[src/rtl/poly_sample_voice_engine.sv]
// Polyphonic sample playback engine. One shared sample BRAM (note index in the
// address MSBs) is time-multiplexed across all voices on every sample tick; the
// signed samples are summed, scaled, saturated and emitted once per frame along
// with an offset-binary duty-cycle word for the pwm block.
module poly_sample_voice_engine #(
    parameter int NUM_VOICES   = 4,
    parameter int NUM_NOTES    = 8,
    parameter int NOTE_W       = 3,
    parameter int BRAM_DEPTH   = 8192,
    parameter int ADDR_WIDTH   = 13,
    parameter int SAMPLE_W     = 16,
    parameter int READ_LATENCY = 2,
    parameter int LOOP         = 1,
    parameter int MIX_SHIFT    = 2,
    parameter int DC_W         = 8
) (
    input  logic                         clk_in,
    input  logic                         rst_in,
    input  logic                         sample_tick,
    input  logic [NUM_VOICES-1:0]        gate_in,
    input  logic [NUM_VOICES*NOTE_W-1:0] note_in,
    output logic [NOTE_W+ADDR_WIDTH-1:0] mem_addr_out,
    input  logic [SAMPLE_W-1:0]          mem_data_in,
    output logic [SAMPLE_W-1:0]          sample_out,
    output logic                         sample_valid,
    output logic [DC_W-1:0]              dc_out,
    output logic [NUM_VOICES-1:0]        voice_active_out,
    output logic                         busy_out,
    output logic                         overrun_out
);

    localparam int VOICE_W = (NUM_VOICES > 1) ? $clog2(NUM_VOICES) : 1;
    localparam int CNT_W   = (READ_LATENCY > 0) ? $clog2(READ_LATENCY + 1) : 1;
    localparam int ACC_W   = SAMPLE_W + ((NUM_VOICES > 1) ? $clog2(NUM_VOICES) : 1);

    localparam logic [1:0] ST_IDLE = 2'd0;
    localparam logic [1:0] ST_SLOT = 2'd1;
    localparam logic [1:0] ST_OUT  = 2'd2;

    localparam logic [CNT_W-1:0]      LAST_CNT   = CNT_W'(READ_LATENCY);
    localparam logic [VOICE_W-1:0]    LAST_VOICE = VOICE_W'(NUM_VOICES - 1);
    localparam logic [ADDR_WIDTH-1:0] LAST_ADDR  = ADDR_WIDTH'(BRAM_DEPTH - 1);
    localparam logic [NOTE_W:0]       NOTE_LIM   = (NOTE_W + 1)'(NUM_NOTES);
    localparam logic [DC_W-1:0]       DC_RST     = {1'b1, {(DC_W - 1){1'b0}}};
    localparam logic signed [ACC_W-1:0] SAT_MAX =
        {{(ACC_W - SAMPLE_W + 1){1'b0}}, {(SAMPLE_W - 1){1'b1}}};
    localparam logic signed [ACC_W-1:0] SAT_MIN =
        {{(ACC_W - SAMPLE_W + 1){1'b1}}, {(SAMPLE_W - 1){1'b0}}};

    logic [1:0]              r_state;
    logic [VOICE_W-1:0]      r_voice;
    logic [CNT_W-1:0]        r_cnt;
    logic [NOTE_W-1:0]       r_note [NUM_VOICES];
    logic [ADDR_WIDTH-1:0]   r_addr [NUM_VOICES];
    logic [NUM_VOICES-1:0]   r_prev_gate;
    logic [NUM_VOICES-1:0]   r_done;
    // r_live: voice reads and advances this frame; r_active: it also contributes
    logic [NUM_VOICES-1:0]   r_live;
    logic [NUM_VOICES-1:0]   r_active;
    logic signed [ACC_W-1:0] r_acc;
    logic [SAMPLE_W-1:0]     r_sample;
    logic                    r_valid;
    logic [DC_W-1:0]         r_dc;
    logic                    r_overrun;

    logic [NOTE_W-1:0]       w_note_in [NUM_VOICES];
    logic [NUM_VOICES-1:0]   w_note_ok;
    logic [NUM_VOICES-1:0]   w_live_next;
    logic signed [ACC_W-1:0] w_data_ext;
    logic signed [ACC_W-1:0] w_addend;
    logic signed [ACC_W-1:0] w_acc_next;
    logic signed [ACC_W-1:0] w_shift;
    logic [SAMPLE_W-1:0]     w_sat;
    logic [DC_W-1:0]         w_dc;

    for (genvar gv = 0; gv < NUM_VOICES; gv++) begin : g_voice
        assign w_note_in[gv] = note_in[gv*NOTE_W +: NOTE_W];
        assign w_note_ok[gv] = ({1'b0, w_note_in[gv]} < NOTE_LIM);
        // A rising gate re-arms a finished one-shot voice
        assign w_live_next[gv] = gate_in[gv] & (~r_prev_gate[gv] | ~r_done[gv]);
    end

    // Accumulate the current slot's sample, then scale and saturate the running sum
    always_comb begin
        w_data_ext = {{(ACC_W - SAMPLE_W){mem_data_in[SAMPLE_W-1]}}, mem_data_in};
        w_addend   = r_active[r_voice] ? w_data_ext : '0;
        w_acc_next = r_acc + w_addend;
        w_shift    = w_acc_next >>> MIX_SHIFT;
        if (w_shift > SAT_MAX) begin
            w_sat = SAT_MAX[SAMPLE_W-1:0];
        end else if (w_shift < SAT_MIN) begin
            w_sat = SAT_MIN[SAMPLE_W-1:0];
        end else begin
            w_sat = w_shift[SAMPLE_W-1:0];
        end
        // Adding 2^(DC_W-1) modulo 2^DC_W is an MSB flip
        w_dc = {~w_sat[SAMPLE_W-1], w_sat[SAMPLE_W-2 -: DC_W-1]};
    end

    // Shared BRAM address, held for the whole slot; zero when no read is needed
    always_comb begin
        mem_addr_out = '0;
        if (r_state == ST_SLOT && r_active[r_voice]) begin
            mem_addr_out = {r_note[r_voice], r_addr[r_voice]};
        end
    end

    // Frame sequencer, per-voice address/done tracking and mix output registers
    always_ff @(posedge clk_in or posedge rst_in) begin
        if (rst_in) begin
            r_state     <= ST_IDLE;
            r_voice     <= '0;
            r_cnt       <= '0;
            r_note      <= '{default: '0};
            r_addr      <= '{default: '0};
            r_prev_gate <= '0;
            r_done      <= '0;
            r_live      <= '0;
            r_active    <= '0;
            r_acc       <= '0;
            r_sample    <= '0;
            r_valid     <= 1'b0;
            r_dc        <= DC_RST;
            r_overrun   <= 1'b0;
        end else begin
            r_valid <= 1'b0;
            if (sample_tick && r_state != ST_IDLE) begin
                r_overrun <= 1'b1;
            end
            case (r_state)
                ST_IDLE: begin
                    if (sample_tick) begin
                        r_state     <= ST_SLOT;
                        r_voice     <= '0;
                        r_cnt       <= '0;
                        r_acc       <= '0;
                        r_prev_gate <= gate_in;
                        r_live      <= w_live_next;
                        r_active    <= w_live_next & w_note_ok;
                        for (int v = 0; v < NUM_VOICES; v++) begin
                            r_note[v] <= w_note_in[v];
                            if (!gate_in[v] || !r_prev_gate[v]) begin
                                r_addr[v] <= '0;
                                r_done[v] <= 1'b0;
                            end
                        end
                    end
                end
                ST_SLOT: begin
                    if (r_cnt == LAST_CNT) begin
                        r_acc <= w_acc_next;
                        r_cnt <= '0;
                        if (r_live[r_voice]) begin
                            if (r_addr[r_voice] == LAST_ADDR) begin
                                r_addr[r_voice] <= '0;
                                if (LOOP == 0) begin
                                    r_done[r_voice] <= 1'b1;
                                end
                            end else begin
                                r_addr[r_voice] <= r_addr[r_voice] + ADDR_WIDTH'(1);
                            end
                        end
                        if (r_voice == LAST_VOICE) begin
                            r_state  <= ST_OUT;
                            r_sample <= w_sat;
                            r_dc     <= w_dc;
                            r_valid  <= 1'b1;
                        end else begin
                            r_voice <= r_voice + VOICE_W'(1);
                        end
                    end else begin
                        r_cnt <= r_cnt + CNT_W'(1);
                    end
                end
                ST_OUT: begin
                    r_state <= ST_IDLE;
                end
                default: begin
                    r_state <= ST_IDLE;
                end
            endcase
        end
    end

    assign sample_out       = r_sample;
    assign sample_valid     = r_valid;
    assign dc_out           = r_dc;
    assign voice_active_out = r_active;
    assign busy_out         = (r_state != ST_IDLE);
    assign overrun_out      = r_overrun;

endmodule

[config.mk]
export PLATFORM = sky130hd
export DESIGN_NAME = poly_sample_voice_engine
export DESIGN_NICKNAME = d
export VERILOG_FILES = /design/src/rtl/poly_sample_voice_engine.sv
export SDC_FILE = /design/constraint.sdc
export NUM_CORES = 1
export LEC_CHECK = 0
export BUFFER_PORTS_ARGS = -buffer_cell sky130_fd_sc_hd__buf_2
export CORE_UTILIZATION = 50
export CTS_CLUSTER_DIAMETER = 100
export DETAILED_ROUTE_END_ITERATION = 10
export GPL_TIMING_DRIVEN = 0
export HOLD_SLACK_MARGIN = 0.02
export PLACE_DENSITY = 0.78
export SETUP_SLACK_MARGIN = 0.05
export SLEW_MARGIN = 30
export SYNTH_ARGS = -nofsm -noshare
export SYNTH_HDL_FRONTEND = slang
export SYNTH_SLANG_ARGS = --single-unit
[constraint.sdc]
create_clock -name clk_in -period 5.1 [get_ports clk_in]
set_clock_uncertainty 0.15 [all_clocks]
set_input_delay 0.255 -clock clk_in [delete_from_list [all_inputs] [get_ports clk_in]]
set_output_delay 0.255 -clock clk_in [all_outputs]
set_load 0.05 [all_outputs]
==> flow_summary.ini <==
[worst_setup_path]
worst_ep_arrival_time_ns = 4.74
r2r-end = sample_out[14]$_DFFE_PP0P_
required_ns = 5.19
reg2reg_from = r_voice[1]$_DFFE_PP0P_
r2r_slack_ns = 0.45
cp_max_fo = 10
critPathKind = flip-flop to flip-flop
reg2regPathDepth = 15
crit_path_end_kind = flip-flop
cp-start-kind = flip-flop

[floorplanning]
num_rows = 40
die_h_um = 113
num_io_pins = 82
coreArea_um2 = 12000
dieArea_um2 = 12700
die_x_um = 113
start_util = 0.513

[global_routing]
grt_pass1_wl_mm = 25.0
grt_usage = 0.253
grt-ovfl-total = 0
first_global_vias = 5026
grt_max_degree = 60
antenna_found_initial = 0

[layout]
nNetsFinal = 736
layout_common_cells = 110 x dfrtp_1, 90 x buf_2, 78 x nand2_1
fillers = 996
final_cells = 830
multi_input_area_um2 = 3100
drive_above_1_share = 0.249
num_antenna_cells = 0
seqCellArea_um2 = 2780
layout_commonest_cell = dfrtp_1
syn2layout_area_growth_pct = 18.2

[synthesis]
syn_avg_cell_area_um2 = 10.8
synth.distinct_cells = 57
synth_top_family_by_area = compound AO/OA/AOI/OAI gates
netlist_instances = 567
synth_ff_type = dfrtp_1
synth-async-reset-ratio = 1.00
synthAdderAreaFrac = 0.0482
syn-num-nets = 625
synthXorXnorAreaFrac = 0.0357
synth-compound-area-share = 0.162
ys_ff_latch = 111
synth_edf_count = 0
yosysWarnings = 0
ys_seq_area_frac = 0.453
synth_area_um2 = 6130
synth_mux_area_frac = 0.115
synthSimpleGateAreaFrac = 0.144

[hold_path]
hold_class = input port to flip-flop
worstHoldEndpoint = r_acc[0]$_DFFE_PP0P_
min_delay_path_depth = 4
hp-start = mem_data_in[0]

[pwr]
vdd_drop_max_mv = 0.389
p_leak_nw = 3.58
powerDensity_nw_per_um2 = 629
p_total_w = 0.00456

[sta]
rsz0062_at_grt = no
finalSetupTns_ns = 0
setup_viol = 0
slew_violations = 0
finalHoldViolCount = 0
slew_headroom = 0.591
period_needed_ns = 4.65
worst_pin_slew_ns = 0.614
min_period_over_period = 0.912
max_freq_ghz = 0.215

[clocking]
ctsHtreeMaxLevel = 3
insertion_delay_ns = 0.36
clock-sinks = 111
cts_made_buffers = 9
clockBufferDepth = 2
clk_pin_slew_ns = 0.08
root_buffer = clkbuf_16
cts_tree = yes
cts_setup_buffers = 0

[status]
status = completed

[detailed_routing]
drcViolationCount = 0
ant_nets = 0
wl_mm = 15.3
drtIter0Drc = 291
first_pass_iters = 4
wire_per_inst_um = 18.5
vias = 4902
viasPerCell = 5.91

[place]
gp_congestion = 0.868
io_buffers = 81
hpwl_mm = 10.7
placed_cells = 796

[job]
maxCapViolations = 0
-- synth_stat cells, types with 10 or more instances --
library cell    n  share of area
o21ai_1        23          0.019
and2_1         17          0.017
mux2_2         24          0.044
ha_1           22          0.045
and3_1         17          0.017
clkbuf_1       13         0.0080
xnor2_1        16          0.023
nand2_1        78          0.048
nor2_1         19          0.012
a21oi_1        18          0.015
dfrtp_1       110           0.45
o21ai_0        30          0.024
inv_1          14         0.0086
mux4_2         10          0.037
a22o_1         30          0.043
-- how the worst max path moves through the flow --
| stage | from | end | cells after the start | slack, ns |
|---|---|---|---|---|
| after CTS | r_voice[1]$_DFFE_PP0P_ | sample_out[14]$_DFFE_PP0P_ | 15 | 0.29 |
| after floorplan | r_voice[0]$_DFFE_PP0P_ | sample_out[14]$_DFFE_PP0P_ | 15 | 1.47 |
| after global routing | r_voice[1]$_DFFE_PP0P_ | sample_out[14]$_DFFE_PP0P_ | 15 | 0.19 |
| after global placement | r_voice[1]$_DFFE_PP0P_ | sample_out[14]$_DFFE_PP0P_ | 15 | 0.42 |
| after detailed placement | r_voice[1]$_DFFE_PP0P_ | sample_out[14]$_DFFE_PP0P_ | 15 | 0.34 |
| final | r_voice[1]$_DFFE_PP0P_ | sample_out[14]$_DFFE_PP0P_ | 15 | 0.45 |
-- area by class of cell --
cell class / instances / share of cell area
Clock buffer: 12 / 0.0354
Buffer: 33 / 0.0276
Clock inverter: 4 / 0.00725
Timing Repair Buffer: 100 / 0.0846
Sequential cell: 111 / 0.383
Inverter: 15 / 0.00846
Tap cell: 147 / 0.0254
Multi-Input combinational cell: 408 / 0.428
-- worst max-delay path: stages (launching register included) --
cell and delay, ns:
dfrtp_1 0.38, buf_2 0.29, buf_2 0.35, mux4_2 0.43
clkbuf_1 0.44, and2_1 0.21, ha_1 0.19, inv_1 0.06
fa_1 0.41, nor2b_1 0.15, o21a_1 0.14, o21ai_0 0.16
a211oi_2 0.42, o21ai_0 0.28, nor4b_1 0.36, nor3_1 0.10
-- per-layer routing --
metal / GRT usage / vias up / wire, um
met5: 0 / - / 0
met4: 0.0987 / 0 / 394
met3: 0.0520 / 33 / 703
met2: 0.440 / 163 / 7900
met1: 0.311 / 2439 / 6340
li1: - / 2267 / -
-- report_power, final --
part / total [W] / leakage, nW / switching, W / internal (W)
combinational: 0.00244 / 1.98 / 0.00158 / 0.000860
clock: 0.000734 / 0.153 / 0.000324 / 0.000410
sequential: 0.00138 / 1.45 / 0.000188 / 0.00119
-- flip-flops by register name, summed over array words and instances (netlist names), 2 cells and up --
name	flops
r_acc	18
r_cnt	2
r_state	2
r_note	12
r_voice	2
sample_out	16
voice_active_out	4
r_addr	52
-- metrics by stage --
stage                     area, um^2  hold slack (ns)   util  worst slack, ns
after global placement          6720            0.286  0.562            0.417
after CTS                       7240            0.230  0.606            0.293
after floorplan                 6130            0.222      -             1.47
after detailed placement        6750            0.222  0.565            0.340
after global routing            7250            0.263  0.606            0.194
final                           7250            0.248  0.606            0.449
-- cell families (layout without fill, tap and decap cells) --
kind of cell | Yosys count | in the layout
and+or+nand+nor | 170 | 170
DFF | 111 | 111
AOI/OAI and AO/OA | 147 | 147
xor gates and xnor gates | 25 | 25
muxes | 43 | 43
adders and majority gates | 23 | 23
buffers and inverters | 48 | 164
-- timing repair --
action | CTS | global route
endpoints found under the setup margin | 0 | 2
hold buffers | 18 | 0
gates resized for setup | 0 | 1
hold endpoints to repair | 74 | 0
Power figures use the tool's default switching activity.
